$ cat config.mk
export PLATFORM = sky130hd
export DESIGN_NAME = hdmi_packet_scheduler
export DESIGN_NICKNAME = d
export VERILOG_FILES = /design/src/rtl/hdmi_packet_scheduler.sv
export SDC_FILE = /design/constraint.sdc
export NUM_CORES = 1
export LEC_CHECK = 0
export ABC_AREA = 1
export CAP_MARGIN = 25
export CORE_AREA = 2 2 489 491
export DETAILED_ROUTE_END_ITERATION = 8
export DIE_AREA = 0 0 491 493
export PLACE_DENSITY = 0.3
export SLEW_MARGIN = 20
export SYNTH_ARGS = -nofsm -noshare
export SYNTH_HDL_FRONTEND = slang
export SYNTH_SLANG_ARGS = --single-unit
$ cat constraint.sdc
create_clock -name clk_pixel -period 1.65 [get_ports clk_pixel]
set_input_delay 0.33 -clock clk_pixel [delete_from_list [all_inputs] [get_ports clk_pixel]]
set_output_delay 0.33 -clock clk_pixel [all_outputs]
set_load 0.05 [all_outputs]
$ cat src/rtl/hdmi_packet_scheduler.sv
// Data-island packet scheduler: picks ACR / audio / AVI / audio InfoFrame / null per packet slot.
// Optional HDMI_PACKET_SCHED_STATS_EN adds acr_sent_cnt and null_sent_cnt pick counters.
module hdmi_packet_scheduler #(
  parameter int INFOFRAME_PERIOD = 1,
  parameter int ACR_PENDING_MAX  = 3
) (
  input  logic         clk_pixel,
  input  logic         rst_n,
  input  logic         packet_slot,
  input  logic         frame_end,
  input  logic         clk_audio_counter_wrap,
  input  logic [23:0]  acr_header,
  input  logic [223:0] acr_sub,
  input  logic         aud_valid,
  output logic         aud_ready,
  input  logic [23:0]  aud_header,
  input  logic [223:0] aud_sub,
  input  logic [23:0]  avi_header,
  input  logic [223:0] avi_sub,
  input  logic [23:0]  ai_header,
  input  logic [223:0] ai_sub,
  output logic [23:0]  header,
  output logic [223:0] sub,
  output logic [2:0]   packet_type,
  output logic         acr_overflow
`ifdef HDMI_PACKET_SCHED_STATS_EN
  ,
  output logic [15:0]  acr_sent_cnt,
  output logic [15:0]  null_sent_cnt
`endif
);

  localparam logic [2:0] PT_NULL = 3'd0;
  localparam logic [2:0] PT_ACR  = 3'd1;
  localparam logic [2:0] PT_AUD  = 3'd2;
  localparam logic [2:0] PT_AVI  = 3'd3;
  localparam logic [2:0] PT_AI   = 3'd4;
  localparam logic [1:0] ACR_MAX_C = 2'(ACR_PENDING_MAX);
  localparam logic [7:0] IF_LAST_C = 8'(INFOFRAME_PERIOD - 1);

  logic         wrap_q_r;
  logic [1:0]   acr_pend_r;
  logic         avi_pend_r;
  logic         ai_pend_r;
  logic [7:0]   frame_cnt_r;
  logic [23:0]  header_r;
  logic [223:0] sub_r;
  logic [2:0]   type_r;
  logic         aud_ready_r;
  logic         acr_overflow_r;

  logic         acr_req_s;
  logic         pick_acr_s;
  logic         if_set_s;
  logic [2:0]   sel_type_s;
  logic [23:0]  sel_header_s;
  logic [223:0] sel_sub_s;

  assign acr_req_s  = wrap_q_r ^ clk_audio_counter_wrap;
  assign pick_acr_s = packet_slot && (sel_type_s == PT_ACR);
  assign if_set_s   = frame_end && (frame_cnt_r == IF_LAST_C);

  // Fixed-priority packet choice for the current slot.
  always_comb begin
    sel_type_s = PT_NULL;
    if (acr_pend_r != 2'd0) begin
      sel_type_s = PT_ACR;
    end else if (aud_valid) begin
      sel_type_s = PT_AUD;
    end else if (avi_pend_r) begin
      sel_type_s = PT_AVI;
    end else if (ai_pend_r) begin
      sel_type_s = PT_AI;
    end else begin
      sel_type_s = PT_NULL;
    end
  end

  // Payload mux for the chosen packet type.
  always_comb begin
    sel_header_s = 24'h000000;
    sel_sub_s    = '0;
    case (sel_type_s)
      PT_ACR:  begin sel_header_s = acr_header; sel_sub_s = acr_sub; end
      PT_AUD:  begin sel_header_s = aud_header; sel_sub_s = aud_sub; end
      PT_AVI:  begin sel_header_s = avi_header; sel_sub_s = avi_sub; end
      PT_AI:   begin sel_header_s = ai_header;  sel_sub_s = ai_sub;  end
      default: begin sel_header_s = 24'h000000; sel_sub_s = '0;      end
    endcase
  end

  // ACR request edge detect and saturating pending counter.
  always_ff @(posedge clk_pixel or negedge rst_n) begin
    if (!rst_n) begin
      wrap_q_r       <= 1'b0;
      acr_pend_r     <= 2'd0;
      acr_overflow_r <= 1'b0;
    end else begin
      wrap_q_r <= clk_audio_counter_wrap;
      case ({acr_req_s, pick_acr_s})
        2'b10: begin
          if (acr_pend_r == ACR_MAX_C) acr_overflow_r <= 1'b1;
          else                         acr_pend_r     <= acr_pend_r + 2'd1;
        end
        2'b01:   acr_pend_r <= acr_pend_r - 2'd1;
        default: acr_pend_r <= acr_pend_r;
      endcase
    end
  end

  // Frame counter; a wrap re-arms both InfoFrames, and that set beats a same-cycle pick.
  always_ff @(posedge clk_pixel or negedge rst_n) begin
    if (!rst_n) begin
      frame_cnt_r <= 8'd0;
      avi_pend_r  <= 1'b1;
      ai_pend_r   <= 1'b1;
    end else begin
      if (frame_end) begin
        frame_cnt_r <= if_set_s ? 8'd0 : frame_cnt_r + 8'd1;
      end
      if (if_set_s) begin
        avi_pend_r <= 1'b1;
        ai_pend_r  <= 1'b1;
      end else begin
        if (packet_slot && (sel_type_s == PT_AVI)) avi_pend_r <= 1'b0;
        if (packet_slot && (sel_type_s == PT_AI))  ai_pend_r  <= 1'b0;
      end
    end
  end

  // Registered packet outputs, held between slots; aud_ready pulses after an audio pick.
  always_ff @(posedge clk_pixel or negedge rst_n) begin
    if (!rst_n) begin
      header_r    <= 24'h000000;
      sub_r       <= '0;
      type_r      <= PT_NULL;
      aud_ready_r <= 1'b0;
    end else begin
      aud_ready_r <= packet_slot && (sel_type_s == PT_AUD);
      if (packet_slot) begin
        header_r <= sel_header_s;
        sub_r    <= sel_sub_s;
        type_r   <= sel_type_s;
      end
    end
  end

`ifdef HDMI_PACKET_SCHED_STATS_EN
  logic [15:0] acr_sent_r;
  logic [15:0] null_sent_r;

  // Wrapping pick statistics.
  always_ff @(posedge clk_pixel or negedge rst_n) begin
    if (!rst_n) begin
      acr_sent_r  <= 16'd0;
      null_sent_r <= 16'd0;
    end else begin
      if (pick_acr_s) acr_sent_r <= acr_sent_r + 16'd1;
      if (packet_slot && (sel_type_s == PT_NULL)) null_sent_r <= null_sent_r + 16'd1;
    end
  end

  assign acr_sent_cnt  = acr_sent_r;
  assign null_sent_cnt = null_sent_r;
`endif

  assign header       = header_r;
  assign sub          = sub_r;
  assign packet_type  = type_r;
  assign aud_ready    = aud_ready_r;
  assign acr_overflow = acr_overflow_r;

endmodule

==> run metrics <==
tightest hold margin 75.6 ps; summed instance area of the synthesized netlist 18700 µm²; failing checks negative setup slack; final clock period utilization by the worst path 112%; area added between synthesis and finish 129%; switching power total 20300 µW; fraction of the yosys area taken by sequential cells 35.5%; core area 237000 µm²; required time at the endpoint of the critical path 2200 ps; first-pass GRT wire length 249000 µm; Crit. End Element flop; drt first-iter violations 1528; outcome finished with violations; number of global-route vias before repair 28220; Final Hold Violating Endpoints 0; gate count of the mapped netlist 3075; critical path fanouts, max 8; pin count of the biggest net entering global routing 85; pin slew with the least headroom to its limit 545 ps; DRC 0; Post-Route Skew 36.6 ps; most common library cell in the layout ignoring fill and taps nand2_1; launching element type of the critical path flop; Sink Count 266; mean instance size in the synthesized netlist 6.09 µm²; leading register cell type out of synthesis dfrtp_1; class of the tightest hold or removal check input port to flop; Async SR Flop Fraction 100%; share of power burned in registers 21.2%; Pint 24100 µW; final total negative setup slack -23270 ps; Total Wirelength 188000 µm; Sw Ratio 45.8%; Setup WS post-layout -190 ps; Max Clock Freq 544 MHz; Core Rows 179; CTS tree done; Warnings, synthesis 0; height of the die 493 µm; synth unique cells 22; Max transition margin 63.7%; share of layout cells above drive strength 1 21.8%; VDD IR max 0.669 mV; Arrival @ worst endpoint 2390 ps; starting utilization of the core area 7.91%; count of final max-slew check failures 0; Die X 491 µm; remaining antenna violation count after routing 0; number of buffers created by CTS 41; number of synthesized flops with an enable pin 0; post-synthesis net count 4075; Vias/cell 3.50; via count 26939; die outline area 242000 µm²; Layout Utilization 18.1%; IO Pins 1251; critical setup path kind flop to flop; Worst-path clk slew 60 ps; FF+latch count, synth 266; Final #Nets 5470; unrepaired setup endpoints after global routing yes; antenna violations before repair 66; Port Buffers 1250; WL/cell 24.5 µm; Clk Latency, worst-skew pair 640 ps; Comb pwr share 59.0%; leakage power figure 0.0194 µW; final HPWL from detailed placement 155000 µm; number of iterations in the first detailed-routing pass 5; Layout Cell Area excl Fill 42900 µm²; buffer depth of the longest clock path 3; most frequent cells in the layout nand2_1, clkdlybuf4s50_1, nand3_1; count of H-tree levels built during CTS 2; combined global-route utilization of all metal layers 14.7%; placed instance area 38600 µm²; setup-violating endpoint count in the final report 238; part of the power in the clock network 19.8%; Placer Congestion 0.908; total power density per cell area 1030 nW/µm²; count of max-cap constraint violations 0; Final Critical Period 1840 ps; grt ovf 0; cell chosen for the clock root clkbuf_16
[critical path, stage by stage, from the launching register on]
cell	delay, ps
dfrtp_1	400
buf_6	130
nor2_4	170
buf_12	180
buf_16	170
buf_12	160
nand3_1	140
nand2_1	110
inv_1	50
nand3_2	90
nand2_1	60
nand2_1	70
[synthesized netlist by cell type (all sizes together) (2+ instances only)]
library cell	instances	share of area, %
nand2	1511	30
inv	266	5.3
nor2	13	0.34
o21ai	6	0.16
dfrtp	264	35
buf	164	4.4
xor2	4	0.19
nor3	2	0.053
nand3	501	13
dfstp	2	0.28
a21oi	3	0.080
clkbuf	84	1.7
nand4	250	8.3
ha	2	0.13
[metal layers]
metal  GRT usage (%)  part of all wire (%)  wire length [µm]  vias up
met5               0                  0.10               194        -
met4            2.89                   2.1              3980       30
met3            5.08                   8.5             15900      198
met2            26.0                    49             93000     1114
met1            17.2                    40             75000    12922
li1                -                     -                 -    12675
[final cells by class]
class	count	area (µm²)
well taps	3167	3960
flip-flops and latches	266	6670
multi-input cells	2295	11100
fillers	27120	194000
inverters	266	1010
clock buffers	59	1160
diodes	21	52.6
clock inverters	13	119
repair buffers	1600	18800
[state kept, by name, indices dropped and copies added, names as in the netlist]
signal        count
ai_pend_r         1
acr_overflow      1
acr_pend_r        2
sub             224
packet_type       3
aud_ready         1
wrap_q_r          1
avi_pend_r        1
frame_cnt_r       8
header           24
[cells by family (layout without fill, tap and decap cells)]
logic type      Yosys count  after routing  synth area share (%)
xor+xnor                  4              4                 0.187
other cells               0             21                     0
compound gates           11             11                 0.320
flops                   266            266                  35.5
buf+inv                 514           1938                  11.4
simple gates           2278           2278                  52.4
fa+ha+maj                 2              2                 0.133
[final timing paths]
| check | start | to | slack, ps | cells after the start |
|---|---|---|---|---|
| hold / removal | packet_slot | sub[212] | 80 | 4 |
| max in group asynchronous | rst_n | sub[63] | 600 | 4 |
| hold reg to reg | sub[76] | sub[76] | 480 | 2 |
| setup / recovery | acr_pend_r[1] | sub[131] | -190 | 11 |
| min in group asynchronous | rst_n | sub[138] | 190 | 2 |
| setup reg to reg | acr_pend_r[1] | sub[131] | -190 | 11 |
[power by group through the flow]
stage,clock (µW),sequential [µW],combinational [µW]
after global routing,9480,9610,27800
after global placement,0,9540,24400
after detailed placement,0,9530,24200
final,8800,9410,26200
after floorplan,0,12800,5950
after CTS,9300,9470,25600
[metrics by stage]
stage	power (µW)	setup slack (ps)	std cells
finish	44400	-190	7687
global route	46900	-302	7672
CTS	44300	-212	7630
detailed placement	33700	-212	7516
global placement	33900	-221	7516
floorplan	18700	209	3075
[repair_timing]
action	in CTS	in global routing
setup endpoints to repair	319	293
hold buffers	1	0
endpoints found under the hold margin	139	0
resized for setup	176	272
cloned	15	17
setup buffers	30	20
pin swaps	36	135
(Power assumes the default switching activity.)
